`src/rtl/reel_stop_ctrl_pkg.sv`:
```
// ============================================================================
// Module      : reel_stop_ctrl_pkg
// Description : Shared state encodings, payout multipliers and credit helpers
//               for the reel stop controller.
// Revision    : 1.0 - initial release
// ============================================================================
`default_nettype none

package reel_stop_ctrl_pkg;

  // Controller states, encoded explicitly in three bits
  typedef logic [2:0] state_t;

  localparam state_t S_IDLE  = 3'd0;
  localparam state_t S_SPIN  = 3'd1;
  localparam state_t S_STOP1 = 3'd2;
  localparam state_t S_STOP2 = 3'd3;
  localparam state_t S_EVAL  = 3'd4;
  localparam state_t S_DONE  = 3'd5;

  // Payout multipliers applied to the wager
  localparam logic [7:0] MULT_JACKPOT = 8'd50;
  localparam logic [7:0] MULT_TRIPLE  = 8'd10;
  localparam logic [7:0] MULT_PAIR    = 8'd2;

  // Credit balance ceiling
  localparam logic [7:0] CREDIT_MAX = 8'd255;

  // Saturating 8-bit add used when winnings are credited
  function automatic logic [7:0] sat_add(input logic [7:0] a, input logic [7:0] b);
    logic [8:0] sum;
    sum = {1'b0, a} + {1'b0, b};
    return sum[8] ? CREDIT_MAX : sum[7:0];
  endfunction

endpackage

`default_nettype wire

```
`src/rtl/reel_stop_ctrl_payout_calc.sv`:
```
// ============================================================================
// Module      : reel_stop_ctrl_payout_calc
// Description : Combinational scoring of the three stopped reels against the
//               latched wager.
// Revision    : 1.0 - initial release
// ============================================================================
`default_nettype none

module reel_stop_ctrl_payout_calc
  import reel_stop_ctrl_pkg::*;
#(
  parameter int JACKPOT_SYM = 7
) (
  input  logic [3:0] reel1,
  input  logic [3:0] reel2,
  input  logic [3:0] reel3,
  input  logic [1:0] bet,
  output logic [7:0] payout
);

  localparam logic [3:0] JACKPOT = 4'(JACKPOT_SYM);

  logic [7:0] w_bet8;
  logic       w_triple;
  logic       w_pair;

  assign w_bet8   = {6'd0, bet};
  assign w_triple = (reel1 == reel2) && (reel2 == reel3);
  // Only adjacent reels form a pair; reel1/reel3 alone does not pay
  assign w_pair   = (reel1 == reel2) || (reel2 == reel3);

  // Pick the multiplier by priority: jackpot, three-of-a-kind, adjacent pair
  always_comb begin
    payout = 8'd0;
    if (w_triple && (reel1 == JACKPOT)) begin
      payout = MULT_JACKPOT * w_bet8;
    end else if (w_triple) begin
      payout = MULT_TRIPLE * w_bet8;
    end else if (w_pair) begin
      payout = MULT_PAIR * w_bet8;
    end
  end

endmodule

`default_nettype wire

```
`src/rtl/reel_stop_ctrl.sv`:
```
// ============================================================================
// Module      : reel_stop_ctrl
// Description : Samples three random symbol streams, animates and stops three
//               reels in sequence, scores the result and keeps the credit
//               balance.
// Revision    : 1.0 - initial release
// ============================================================================
`default_nettype none

module reel_stop_ctrl
  import reel_stop_ctrl_pkg::*;
#(
  parameter int SPIN_CYCLES   = 16,
  parameter int STOP_GAP      = 4,
  parameter int START_CREDITS = 20,
  parameter int JACKPOT_SYM   = 7
) (
  input  logic       clk,
  input  logic       rst_n,
  input  logic       spin,
  input  logic [1:0] bet,
  input  logic [3:0] rnum1,
  input  logic [3:0] rnum2,
  input  logic [3:0] rnum3,
  output logic [3:0] reel1,
  output logic [3:0] reel2,
  output logic [3:0] reel3,
  output logic [7:0] credits,
  output logic [7:0] payout,
  output logic       win,
  output logic       busy,
  output logic       done,
  output logic       reject
);

  localparam int CNT_W = $clog2(SPIN_CYCLES + 2 * STOP_GAP + 1);

  // Counter value seen just before each reel's final load edge; the counter is
  // cleared on the accept edge and advances once per spinning edge.
  localparam logic [CNT_W-1:0] STOP1_AT = CNT_W'(SPIN_CYCLES - 1);
  localparam logic [CNT_W-1:0] STOP2_AT = CNT_W'(SPIN_CYCLES + STOP_GAP - 1);
  localparam logic [CNT_W-1:0] STOP3_AT = CNT_W'(SPIN_CYCLES + 2 * STOP_GAP - 1);

  state_t           r_state;
  state_t           w_next_state;
  logic [CNT_W-1:0] r_cnt;
  logic [1:0]       r_bet;
  logic             w_accept;
  logic             w_refuse;
  logic             w_load1;
  logic             w_load2;
  logic             w_load3;
  logic [7:0]       w_payout;

  assign w_accept = (r_state == S_IDLE) && spin && (bet != 2'd0) && (credits >= {6'd0, bet});
  assign w_refuse = (r_state == S_IDLE) && spin && !w_accept;

  // State register
  always_ff @(posedge clk or negedge rst_n) begin
    if (!rst_n) begin
      r_state <= S_IDLE;
    end else begin
      r_state <= w_next_state;
    end
  end

  // Sequence through the spin, staggered stops, evaluation and result pulse
  always_comb begin
    w_next_state = r_state;
    case (r_state)
      S_IDLE:  if (w_accept)           w_next_state = S_SPIN;
      S_SPIN:  if (r_cnt == STOP1_AT)  w_next_state = S_STOP1;
      S_STOP1: if (r_cnt == STOP2_AT)  w_next_state = S_STOP2;
      S_STOP2: if (r_cnt == STOP3_AT)  w_next_state = S_EVAL;
      S_EVAL:                          w_next_state = S_DONE;
      S_DONE:                          w_next_state = S_IDLE;
      default:                         w_next_state = S_IDLE;
    endcase
  end

  // Decode status outputs and per-reel load enables from the current state
  always_comb begin
    busy    = (r_state != S_IDLE);
    done    = (r_state == S_DONE);
    w_load1 = (r_state == S_SPIN);
    w_load2 = (r_state == S_SPIN) || (r_state == S_STOP1);
    w_load3 = (r_state == S_SPIN) || (r_state == S_STOP1) || (r_state == S_STOP2);
  end

  // Edge counter: cleared on accept, advanced while any reel still loads
  always_ff @(posedge clk or negedge rst_n) begin
    if (!rst_n) begin
      r_cnt <= '0;
    end else if (w_accept) begin
      r_cnt <= '0;
    end else if (w_load3) begin
      r_cnt <= r_cnt + 1'b1;
    end
  end

  // Wager is captured once at accept so later bet changes cannot affect scoring
  always_ff @(posedge clk or negedge rst_n) begin
    if (!rst_n) begin
      r_bet <= 2'd0;
    end else if (w_accept) begin
      r_bet <= bet;
    end
  end

  // Un-stopped reels follow their random source; stopped reels hold
  always_ff @(posedge clk or negedge rst_n) begin
    if (!rst_n) begin
      reel1 <= 4'd0;
      reel2 <= 4'd0;
      reel3 <= 4'd0;
    end else begin
      if (w_load1) reel1 <= rnum1;
      if (w_load2) reel2 <= rnum2;
      if (w_load3) reel3 <= rnum3;
    end
  end

  reel_stop_ctrl_payout_calc #(
    .JACKPOT_SYM (JACKPOT_SYM)
  ) u_payout_calc (
    .reel1  (reel1),
    .reel2  (reel2),
    .reel3  (reel3),
    .bet    (r_bet),
    .payout (w_payout)
  );

  // Debit on accept, credit winnings with saturation on the evaluation edge
  always_ff @(posedge clk or negedge rst_n) begin
    if (!rst_n) begin
      credits <= 8'(START_CREDITS);
      payout  <= 8'd0;
      win     <= 1'b0;
    end else if (w_accept) begin
      credits <= credits - {6'd0, bet};
      payout  <= 8'd0;
      win     <= 1'b0;
    end else if (r_state == S_EVAL) begin
      credits <= sat_add(credits, w_payout);
      payout  <= w_payout;
      win     <= (w_payout != 8'd0);
    end
  end

  // Single-cycle refusal pulse for an unaffordable or zero wager
  always_ff @(posedge clk or negedge rst_n) begin
    if (!rst_n) begin
      reject <= 1'b0;
    end else begin
      reject <= w_refuse;
    end
  end

endmodule

`default_nettype wire

```
`config.mk`:
```
export PLATFORM = sky130hd
export DESIGN_NAME = reel_stop_ctrl
export DESIGN_NICKNAME = d
export VERILOG_FILES = /design/src/rtl/reel_stop_ctrl_pkg.sv /design/src/rtl/reel_stop_ctrl_payout_calc.sv /design/src/rtl/reel_stop_ctrl.sv
export SDC_FILE = /design/constraint.sdc
export NUM_CORES = 1
export LEC_CHECK = 0
export ABC_AREA = 1
export BUFFER_PORTS_ARGS = -buffer_cell sky130_fd_sc_hd__buf_4
export CORE_AREA = 2 2 67 69
export CTS_CLUSTER_SIZE = 40
export DETAILED_ROUTE_END_ITERATION = 7
export DIE_AREA = 0 0 69 71
export HOLD_SLACK_MARGIN = 0.06
export PLACE_DENSITY = 0.84
export SLEW_MARGIN = 20
export SYNTH_ARGS = -nofsm -noshare
export SYNTH_HDL_FRONTEND = slang
export SYNTH_SLANG_ARGS = --single-unit
```
`constraint.sdc`:
```
create_clock -name clk -period 5.4 [get_ports clk]
set_input_delay 0.81 -clock clk [delete_from_list [all_inputs] [get_ports clk]]
set_output_delay 0.81 -clock clk [all_outputs]
set_load 0.01 [all_outputs]
```
## Word level (Yosys, flattened, before mapping)

Index checks and enable logic that the tools add are counted.
W data, S select, Z words.

| word-level totals | value |
|---|---|
| logic and storage cells | 65 |
| output and inout bits | 32 |
| bits of input ports | 17 |
| bits in registers | 40 |

| cells by class | value |
|---|---|
| multiply operators | 2 |
| multiplexer cells | 17 |
| equal/unequal tests | 15 |
| $lt $le $gt $ge | 1 |
| add/sub/neg operators | 3 |
| reduce and logical (&&, ||, !) cells | 17 |

Operator list:

| kind | count |
|---|---|
| $mux W8 | 7 |
| $mux W3 | 5 |
| $pmux W3 S5 | 1 |
| $eq A5 B5 Y1 const B | 2 |
| $mux W5 | 2 |
| $add A8 B8 Y9 | 1 |
| $eq A4 B4 Y1 | 2 |
| $ge A8 B2 Y1 | 1 |
| $reduce_bool A8 Y1 | 1 |
| $sub A8 B2 Y8 | 1 |
| $mul A5 B2 Y7 const A | 1 |
| $eq A3 B2 Y1 const B | 2 |
| $eq A3 B3 Y1 const B | 2 |
| $logic_and A1 B1 Y1 | 6 |
| $ne A2 B2 Y1 const B | 3 |
| $reduce_bool A2 Y1 | 3 |
| $add A5 B1 Y5 const B | 1 |
| $eq A5 B4 Y1 const B | 1 |
| $mul A3 B2 Y5 const A | 1 |
| $eq A4 B3 Y1 const B | 1 |
| $reduce_and A4 Y1 | 1 |
| $eq A3 B1 Y1 const B | 1 |
| $logic_not A3 Y1 | 1 |
| $logic_or A1 B1 Y1 | 3 |
| other kinds (4) | 5 |

## Depth between registers and ports, before layout

Gate-level depths: netlist of run 1.

| depth | value |
|---|---|
| depth in word-level cells | 9 |
| mapped depth | 17 |
| depth with buffers taken out | 17 |

## Cells and area by module

A second synthesis of run 1 with hierarchy kept.

| second synthesis, totals | value |
|---|---|
| cells, all modules | 390 |
| area total of the unflattened synthesis | 2742.6 µm² |

Modules (own cells, without submodules):

| module | sequential area each (µm²) | times used | cells an instance | area each (µm²) |
|---|---|---|---|---|
| reel_stop_ctrl | 1003.5 | 1 | 344 | 2493.6 |
| reel_stop_ctrl_payout_calc | 0.0 | 1 | 46 | 249.0 |

## Worst setup path before layout of run 1

OpenSTA, ideal clock, no wires.

| path | value |
|---|---|
| kind | reg-to-reg |
| from | register reel2[2] |
| to | register credits[7] |
| data required time | 5284 ps |
| arrival | 2126 ps |
| library setup time | 116 ps |
| period minus slack after synthesis | 2242 ps |
| cell stages (with the launch flop) | 17 |
| path buffers | 0 |
| slack | 3158 ps |
| cells stage by stage | dfrtp_1 > inv_1 > nand2_1 > nand2_1 > nor2_1 > nand2_1 > nor2_1 > nand3b_1 > inv_1 > ha_1 > a21o_1 > a21boi_0 > nand3_2 > inv_1 > nand2_1 > nand2_1 > nand2_1 |

| between the ends | value |
|---|---|
| word-level cells in the longest chain between the ends | 9 |
| elaborated cells between the ends (all ways) | 12 |
| classes of those cells | add/sub (1); eq/ne (2); mux (6); reduce/logical (3) |

Ends and longest elaborated chain:

| element | RTL line | RTL |
|---|---|---|
| start: declaration | reel_stop_ctrl.sv:26 | `output logic [3:0] reel2,` |
| start signal: assignment | reel_stop_ctrl.sv:118 | `if (w_load2) reel2 <= rnum2;` |
| $eq A4 B4 Y1 | reel_stop_ctrl_payout_calc.sv:28, reel_stop_ctrl_payout_calc.sv:30 |  |
| $logic_or A1 B1 Y1 | reel_stop_ctrl_payout_calc.sv:30 | `assign w_pair = (reel1 == reel2) \|\| (reel2 == reel3);` |
| $mux W3 | reel_stop_ctrl_payout_calc.sv:39 | `end else if (w_pair) begin` |
| $mux W8 | reel_stop_ctrl_payout_calc.sv:37 | `end else if (w_triple) begin` |
| $mux W8 (*) | reel_stop_ctrl_payout_calc.sv:35 | `if (w_triple && (reel1 == JACKPOT)) begin` |
| $add A8 B8 Y9 (*) | reel_stop_ctrl_pkg.sv:32 | `sum = {1'b0, a} + {1'b0, b};` |
| $mux W8 (*) | reel_stop_ctrl_pkg.sv:33 | `return sum[8] ? CREDIT_MAX : sum[7:0];` |
| $mux W8 (*) | reel_stop_ctrl.sv:143 | `end else if (r_state == S_EVAL) begin` |
| $mux W8 (*) | reel_stop_ctrl.sv:139 | `end else if (w_accept) begin` |
| end signal: assignment | reel_stop_ctrl.sv:136 | `credits <= 8'(START_CREDITS);` |
| end signal: assignment | reel_stop_ctrl.sv:140 | `credits <= credits - {6'd0, bet};` |
| end signal: assignment | reel_stop_ctrl.sv:144 | `credits <= sat_add(credits, w_payout);` |
| end: declaration | reel_stop_ctrl.sv:28 | `output logic [7:0] credits,` |

Mark *: on every way between the ends. The rest lies on a longest branch, timed or not. The select of a mux whose other input is x is not followed.
A chain may end at the register's enable or synchronous reset.

## Worst setup path in the final report of run 1

Same ends and word-level chain as after synthesis.

==> results.cfg, run 1 <==
[synthesis]
synth_seq_cells = 39
syn_area_per_cell_um2 = 7.610
seq_area_frac_synth_pct = 40.56
synthFlopType = dfrtp_1
synthArstFlopShare_pct = 100.0
synth_cells = 317
ys_top_cells_by_area = dfrtp_1, nand2_1, ha_1, inv_1, nor2_1
yosysTopAreaCell = dfrtp_1
synth_top_area_share_pct = 38.38
synth_warnings = 0
synth_edf_count = 0
netlist_top_cells_count = nand2_1, inv_1, dfrtp_1
yosysUniqueCellTypes = 32
synth_area_um2 = 2412
syn_nets = 349
synth.most_common_cell = nand2_1

[routing]
routedWlPerCell_um = 12.85
wl_met1_mm = 2.394
drc = 0
avgViaCountPerCell = 5.179
top_layer = met4
wl_mm = 5.399
drtIter0Drc = 115
wl_met2_mm = 2.587
vias = 2175
ant_nets = 0
met3WireLength_um = 298
drtPass1Iterations = 4

[power_and_ir_drop]
ir_drop_mv = 0.3049
clockPowerShare_pct = 13.0
p_seq_share_pct = 33.6
p_int_mw = 0.8718
leakagePower_nw = 1.601
p_per_area_nw_per_um2 = 561.6
finalPower_mw = 1.625
p_switching_mw = 0.7535
comb_power_share_pct = 53.4
swShare_pct = 46.36

[clock_network]
cts_max_level = 2
cts_tree = yes
cts_setup_buffers = 0
hold_buffers = 0
insertion_delay_ps = 300
clock_path_buffers = 2
ctsRootBufferMaster = clkbuf_8
clock-sinks = 39
clk_pin_slew_ps = 80
cts.repair.resized = 0
numCtsBuffers = 5

[worst_hold_path]
hold_path_class = primary input to async pin

[setup_path]
crit_required_ps = 5590
cp.arrival_ps = 2680
cp-end-kind = flop
reg2reg_depth = 16
crit_type = flop to flop
worst_setup_path_start_kind = flop
crit_fanout = 7

[floorplanning]
die_w_um = 69
initial_core_util_pct = 57.38
rows = 24
die-area_um2 = 4899
fp.coreArea_um2 = 4204
io_pins = 49
die_height_um = 71

[sta]
tightest_slew_ps = 869.5
final_max_slew_viol_count = 0
setup_tns_ps = 0
max_freq_mhz = 402.9
holdWs_ps = 473.4
skew_ps = 11.13
setup_viol = 0
finalHoldViolations = 0
fin_crit_sh_pct = 45.96
max-slew-margin-rel_pct = 41.82
min_period_ps = 2482
rsz0062_at_grt = false

[final_layout]
finalNetCount = 399
area_growth_pct = 19.97
layout-drive-gt1-share_pct = 19.57
antenna_cells = 0

[grt]
grt_max_degree = 40
overflow = 0
grt_pass1_vias = 2115
grtUsageTotal_pct = 23.61
antenna_found_initial = 0
grt_pass1_wl_mm = 9.308

[flow_run]
max_cap_viol_count = 0

[placed_design]
gp_congestion = 0.8694
io_buffers = 47
place_hpwl_mm = 4.091

[run_status]
status = completed
==> power by group through the flow <==
stage                     clock network (mW)  logic (mW)  registers (mW)
after floorplan                            0       0.569           0.560
after global placement                     0       0.844           0.544
after detailed placement                   0       0.863           0.548
after CTS                              0.215       0.872           0.544
after global routing                   0.225       0.991           0.563
final                                  0.211       0.868           0.547
==> critical path, cell delays in order (launching register included) <==
cell and delay (ps):
dfrtp_1 400, inv_1 90, nand2_1 60, nand2_1 50, nor2_1 100, nand2_1 90
nor2_1 220, nand3b_1 170, inv_1 90, ha_1 260, a21o_1 200, a21boi_0 200
nand3_2 180, inv_1 110, nand2_1 60, nand2_1 60, nand2_1 40
==> routing by layer <==
metal	track usage (%)	up-vias
met5	0	-
met4	9.150	0
met3	5.698	12
met2	41.03	49
met1	28.48	1005
li1	-	1109
==> cell type report <==
| type | count | area (um^2) |
|---|---|---|
| clock buffer | 6 | 82.58 |
| clock inverter | 2 | 16.27 |
| fill | 351 | 1310 |
| inverter | 48 | 180.2 |
| multi-input combinational | 226 | 1219 |
| sequential | 39 | 978.4 |
| tap | 52 | 65.06 |
| timing repair buffer | 47 | 352.8 |
==> through the flow <==
| stage | worst slack [ps] | std cells | area [um^2] | utilization (%) |
|---|---|---|---|---|
| 3_3_place_gp | 2821 | 412 | 2795 | 66.49 |
| 3_5_place_dp | 2799 | 412 | 2795 | 66.49 |
| 6_report | 2918 | 420 | 2894 | 68.84 |
| 4_1_cts | 2923 | 420 | 2894 | 68.84 |
| 2_1_floorplan | 3158 | 317 | 2412 | - |
| 5_1_grt | 2545 | 420 | 2894 | 68.84 |
==> kinds of logic (layout without fill, tap and decap cells) <==
kind of cell / Yosys count / count (layout) / share of synthesized area, %
compound gates: 55 / 55 / 12.24
simple gates: 145 / 145 / 26.09
buf+inv: 52 / 103 / 8.921
flops: 39 / 39 / 40.56
xor+xnor: 10 / 10 / 3.631
fa+ha+maj: 15 / 15 / 8.403
other cells: 1 / 1 / 0.1555
==> final timing paths <==
| kind | from | end | slack [ps] |
|---|---|---|---|
| hold / removal | rst_n | reel2[2]$_DFFE_PN0P_ | 470 |
| min in group clk | win$_DFFE_PN0P_ | win$_DFFE_PN0P_ | 490 |
| hold reg to reg | win$_DFFE_PN0P_ | win$_DFFE_PN0P_ | 490 |
| max in group asynchronous | rst_n | credits[4]$_DFFE_PN1P_ | 4560 |
| setup reg to reg | reel2[2]$_DFFE_PN0P_ | credits[7]$_DFFE_PN0P_ | 2920 |
| setup / recovery | reel2[2]$_DFFE_PN0P_ | credits[7]$_DFFE_PN0P_ | 2920 |
==> registers in the layout (all words and copies together), names as in the netlist <==
name and flops:
reject 1, win 1, payout 7, reel1 4
r_bet 2, credits 8, reel3 4, r_state 3
r_cnt 5, reel2 4
==> cell usage in the layout, fill, tap and decap left out, types with 7 or more instances in the layout <==
cell type,instances
o21ai_1,13
dfrtp_1,37
ha_1,13
inv_2,7
nor2_1,29
buf_4,47
a21oi_1,13
inv_1,41
nand2_1,86
o21ai_0,19
nand3_1,12
(Power assumes the default switching activity.)
==> run 2: changes to the inputs <==
--- a/config.mk
+++ b/config.mk
@@ -5,14 +5,14 @@
 export SDC_FILE = /design/constraint.sdc
 export NUM_CORES = 1
 export LEC_CHECK = 0
-export ABC_AREA = 1
+export ABC_AREA = 0
 export BUFFER_PORTS_ARGS = -buffer_cell sky130_fd_sc_hd__buf_4
-export CORE_AREA = 2 2 67 69
+export CORE_AREA = 2 2 73 75
 export CTS_CLUSTER_SIZE = 40
 export DETAILED_ROUTE_END_ITERATION = 7
-export DIE_AREA = 0 0 69 71
+export DIE_AREA = 0 0 75 77
 export HOLD_SLACK_MARGIN = 0.06
-export PLACE_DENSITY = 0.84
+export PLACE_DENSITY = 0.74
 export SLEW_MARGIN = 20
 export SYNTH_ARGS = -nofsm -noshare
 export SYNTH_HDL_FRONTEND = slang
==> constraint.sdc (replaced) <==
create_clock -name clk -period 2.2 [get_ports clk]
set_input_delay 0.33 -clock clk [delete_from_list [all_inputs] [get_ports clk]]
set_output_delay 0.33 -clock clk [all_outputs]
set_load 0.01 [all_outputs]
==> results.cfg, run 2 <==
[run_status]
status = finished with violations
violations = setup timing

[floorplanning]
die-area_um2 = 5775
die_height_um = 77
fp.coreArea_um2 = 4977
io_pins = 49
initial_core_util_pct = 48.09
rows = 26
die_w_um = 75

[sta]
tightest_slew_ps = 708.0
fin_crit_sh_pct = 124.2
finalHoldViolations = 0
min_period_ps = 2733
setup_viol = 8
final_max_slew_viol_count = 0
max_freq_mhz = 365.8
skew_ps = 7.946
max-slew-margin-rel_pct = 52.63
setup_tns_ps = -3796
rsz0062_at_grt = true
layout_setup_ws_ps = -533.4

[clock_network]
numCtsBuffers = 5
ctsRootBufferMaster = clkbuf_8
clock_path_buffers = 2
clock-sinks = 39
clk_pin_slew_ps = 80
cts_tree = yes
insertion_delay_ps = 290
cts_max_level = 2

[worst_hold_path]
whs_path_depth = 2
hp-start = rnum1[0]
worst_hold_path.endpoint = reel1[0]$_DFFE_PN0P_
hold_path_class = primary input to flop

[setup_path]
crit_slowest_cell = dfrtp_1
worst_setup_path_start_kind = flop
crit_type = flop to flop
rrSetupSlack_ps = -530
cpPeakStageDelay_ps = 410
crit_required_ps = 2380
path_cells = xor2_1 > nor4_2 > buf_4 > nor2_4 > nor2b_4 > ha_1 > a21o_1 > a22oi_2 > a21oi_4 > buf_4 > a211oi_2 > a21oi_2
crit_family = compound AO/OA/AOI/OAI gates
r2r-start = reel1[2]$_DFFE_PN0P_
crit_fanout = 5
critPathBufInv = 2
reg2reg_depth = 12
cp.arrival_ps = 2910
cp-end-kind = flop
reg2reg_to = credits[0]$_DFFE_PN0P_
cp_common_cell = buf_4

[flow_run]
max_cap_viol_count = 0

[grt]
antenna_found_initial = 0
grt_pass1_vias = 2248
grt_pass1_wl_mm = 10.61
grtUsageTotal_pct = 23.79
overflow = 0
grt_max_degree = 40

[synthesis]
netlist_top_cells_count = dfrtp_1, nor2_1, nand2_1
syn_area_per_cell_um2 = 10.32
yosysUniqueCellTypes = 58
synth_cells = 232
synthArstFlopShare_pct = 100.0
syn_nets = 264
synth_edf_count = 0
synth_seq_cells = 39
ys_top_cells_by_area = dfrtp_1, ha_1, mux2_2, xor2_1, nor2_1
synth_warnings = 0
synth_area_um2 = 2394
synth_top_area_share_pct = 38.68
synthFlopType = dfrtp_1
yosysTopAreaCell = dfrtp_1
seq_area_frac_synth_pct = 40.88
synth.most_common_cell = dfrtp_1

[final_layout]
antenna_cells = 0
most-common-layout-cells = buf_4, dfrtp_1, nand2_1, nor2_1
fin_util_pct = 71.54
final_common_cell = buf_4
top_regs = credits: 8 flops, payout: 7 flops, r_cnt: 5 flops
largest_reg_flops = 8
fin_cells = 403
fillerInstances = 389
area_growth_pct = 48.77
finalNetCount = 364
layout-drive-gt1-share_pct = 50.45
regMostFlops = credits

[placed_design]
io_buffers = 47
dp.cells = 383
gp_congestion = 0.9338
place_hpwl_mm = 4.596

[routing]
drtPass1Iterations = 4
wl_mm = 6.506
drtIter0Drc = 156
routedWlPerCell_um = 16.14
ant_nets = 0
vias = 2218
avgViaCountPerCell = 5.504
drc = 0

[power_and_ir_drop]
leakagePower_nw = 1.658
p_per_area_nw_per_um2 = 1293
ir_drop_mv = 0.8305
==> run 2: cell families after synthesis <==
logic type / share of synthesized area, %
fa+ha+maj: 8.469
simple gates: 18.40
buf+inv: 3.816
xor+xnor: 6.220
other cells: 0.1567
compound gates: 16.41
mux: 5.646
flops: 40.88
==> run 2: metal layers <==
layer / share of wire [%] / GRT usage (%) / vias to the layer above
met5: 0 / 0 / -
met4: 2.7 / 9.643 / 0
met3: 5.8 / 5.256 / 18
met2: 50 / 38.33 / 79
met1: 42 / 30.32 / 1076
li1: - / - / 1045
==> run 2: area by class of cell <==
cell class | count | area [um^2] | area share [%]
multi-input cells | 177 | 1575 | 44.24
flip-flops and latches | 39 | 978.4 | 27.48
inverters | 7 | 26.28 | 0.7379
clock inverters | 2 | 35.03 | 0.9838
clock buffers | 6 | 82.58 | 2.319
well taps | 70 | 87.58 | 2.460
repair buffers | 102 | 775.7 | 21.78
==> run 2: repair_timing <==
item                                    CTS  global route
hold endpoints to repair                 37             0
gates resized for setup                  18            19
buffers inserted                          5             6
hold buffers                              1             0
endpoints found under the setup margin    8            13
pin swaps                                15            16
==> run 2: worst max path at each step <==
stage                               startpoint                endpoint  slack [ps]  cells past startpoint
after detailed placement  reel3[2]$_DFFE_PN0P_  credits[7]$_DFFE_PN0P_        -570                     11
after CTS                 reel3[1]$_DFFE_PN0P_  credits[5]$_DFFE_PN0P_        -390                     11
final                     reel1[2]$_DFFE_PN0P_  credits[0]$_DFFE_PN0P_        -530                     12
after global routing      reel1[2]$_DFFE_PN0P_  credits[7]$_DFFE_PN0P_        -690                     12
after global placement    reel2[2]$_DFFE_PN0P_  credits[6]$_DFFE_PN0P_        -490                     11
after floorplan           reel2[2]$_DFFE_PN0P_  credits[6]$_DFFE_PN0P_        -320                     10
==> run 2: through the flow <==
step	cell area, um^2	hold WS, ps	worst slack (ps)	power [mW]
final	3561	265.7	-533.4	4.603
after global routing	3561	255.5	-694.8	4.933
after CTS	3407	254.9	-386.6	4.455
after detailed placement	3152	332.6	-572.0	3.629
after global placement	3152	334.8	-493.0	3.552
after floorplan	2454	34.41	-321.4	2.608
==> run 2: power breakdown <==
group          total [mW]  switching [mW]  leakage (nW)  internal [mW]
clock network       0.629           0.262        0.0612          0.367
logic                2.61            1.22          1.12           1.40
registers            1.36           0.355         0.479           1.01
==> run 3: changes to the inputs <==
--- a/config.mk
+++ b/config.mk
@@ -7,12 +7,12 @@
 export LEC_CHECK = 0
 export ABC_AREA = 0
 export BUFFER_PORTS_ARGS = -buffer_cell sky130_fd_sc_hd__buf_4
-export CORE_AREA = 2 2 73 75
+export CORE_AREA = 2 2 86 63
 export CTS_CLUSTER_SIZE = 40
 export DETAILED_ROUTE_END_ITERATION = 7
-export DIE_AREA = 0 0 75 77
+export DIE_AREA = 0 0 88 65
 export HOLD_SLACK_MARGIN = 0.06
-export PLACE_DENSITY = 0.74
+export PLACE_DENSITY = 0.76
 export SLEW_MARGIN = 20
 export SYNTH_ARGS = -nofsm -noshare
 export SYNTH_HDL_FRONTEND = slang
==> results.cfg, run 3 (synthesis gave the netlist of run 2 again) <==
[run_status]
status = finished with violations
violations = setup timing

[routing]
vias = 2321
drtIter0Drc = 175
avgViaCountPerCell = 5.620
ant_nets = 0
drtPass1Iterations = 4
drc = 0
routedWlPerCell_um = 17.43
wl_mm = 7.198

[final_layout]
seq_area_um2 = 982.2
finalNetCount = 372
largest_reg_flops = 8
final_common_cell = buf_4
fin_cells = 413
area_growth_pct = 52.54
fillerInstances = 321
multi_input_area_um2 = 1594
most-common-layout-cells = buf_4, dfrtp_1, nor2_1
regMostFlops = credits
top_regs = credits: 8 flops, payout: 7 flops, r_cnt: 5 flops
antenna_cells = 0
layout-drive-gt1-share_pct = 52.79

[floorplanning]
die_height_um = 65
die_w_um = 88
initial_core_util_pct = 48.04
die-area_um2 = 5720
rows = 22
io_pins = 49
fp.coreArea_um2 = 4982

[sta]
holdWs_ps = 254.4
setup_viol = 8
max_freq_mhz = 358.4
rsz0062_at_grt = true
skew_ps = 6.433
final_max_slew_viol_count = 0
fin_crit_sh_pct = 126.8
min_period_ps = 2790
layout_setup_ws_ps = -589.9
finalHoldViolations = 0
setup_tns_ps = -3642

[clock_network]
ctsRootBufferMaster = clkbuf_8
insertion_delay_ps = 300
clk_pin_slew_ps = 80
numCtsBuffers = 5
cts_tree = yes
clock_path_buffers = 2
clock-sinks = 39
cts_max_level = 2

[grt]
overflow = 0
grt_max_degree = 40
grt_pass1_wl_mm = 10.56
grt_pass1_vias = 2182
grtUsageTotal_pct = 24.50
antenna_found_initial = 0

[setup_path]
crit_fanout = 3
worst_setup_path_start_kind = flop
cp.arrival_ps = 3000
crit_required_ps = 2410
cp-end-kind = flop
crit_type = flop to flop

[flow_run]
max_cap_viol_count = 0

[placed_design]
place_hpwl_mm = 4.529
gp_congestion = 0.8803
dp.cells = 388
dp_slack_ps = -537.8
io_buffers = 47

[power_and_ir_drop]
p_per_area_nw_per_um2 = 1300
finalPower_mw = 4.748
ir_drop_mv = 0.7986
leakagePower_nw = 1.699

[worst_hold_path]
hold_path_class = primary input to flop
==> run 3: final timing paths <==
kind / slack, ps / startpoint / cells past startpoint / to
max in group asynchronous: 1290 / rst_n / 2 / credits[1]$_DFFE_PN0P_
hold / removal: 250 / rnum3[1] / 2 / reel3[1]$_DFFE_PN0P_
hold reg to reg: 510 / payout[5]$_DFFE_PN0P_ / 2 / payout[5]$_DFFE_PN0P_
setup reg to reg: -590 / reel2[2]$_DFFE_PN0P_ / 12 / credits[7]$_DFFE_PN0P_
min in group asynchronous: 530 / rst_n / 2 / payout[2]$_DFFE_PN0P_
setup / recovery: -590 / reel2[2]$_DFFE_PN0P_ / 12 / credits[7]$_DFFE_PN0P_
==> run 3: power by group <==
group | total (mW) | switching (mW) | internal (mW)
logic | 2.66 | 1.25 | 1.42
registers | 1.44 | 0.430 | 1.01
clock network | 0.645 | 0.277 | 0.367
total | 4.75 | 1.95 | 2.79
==> run 3: repair_timing <==
action	in CTS	in global routing
pin swaps	16	19
endpoints found under the setup margin	8	17
buffers inserted	7	9
endpoints found under the hold margin	37	0
hold buffers	1	0
resized for setup	22	16
==> run 3: layout make-up <==
class                   instances  area share, %
clock buffers                   6          2.262
inverters                       7         0.7197
well taps                      72          2.467
flip-flops and latches         39          26.90
clock inverters                 2         0.9596
multi-input cells             177          43.66
repair buffers                110          23.03
==> run 3: stage by stage <==
step | instance area (um^2) | util [%]
floorplan | 2454 | -
global route | 3651 | 73.28
global placement | 3177 | 63.76
CTS | 3475 | 69.74
detailed placement | 3177 | 63.76
finish | 3651 | 73.28
==> run 3: critical path, stage by stage, from the launching register on <==
cell	delay [ps]
dfrtp_1	430
xor2_1	170
nor4_2	340
buf_4	190
nor2_4	50
nor2_2	100
ha_2	220
fa_2	240
a211o_1	150
o211ai_1	150
o32ai_1	390
a31oi_2	90
a211oi_2	190
==> run 3: per-layer routing <==
layer	part of all wire [%]	track usage, %	up-vias
met4	2.3	9.038	0
met2	47	36.74	113
met3	8.0	5.350	17
met5	0	0	-
met1	43	34.68	1125
li1	-	-	1066
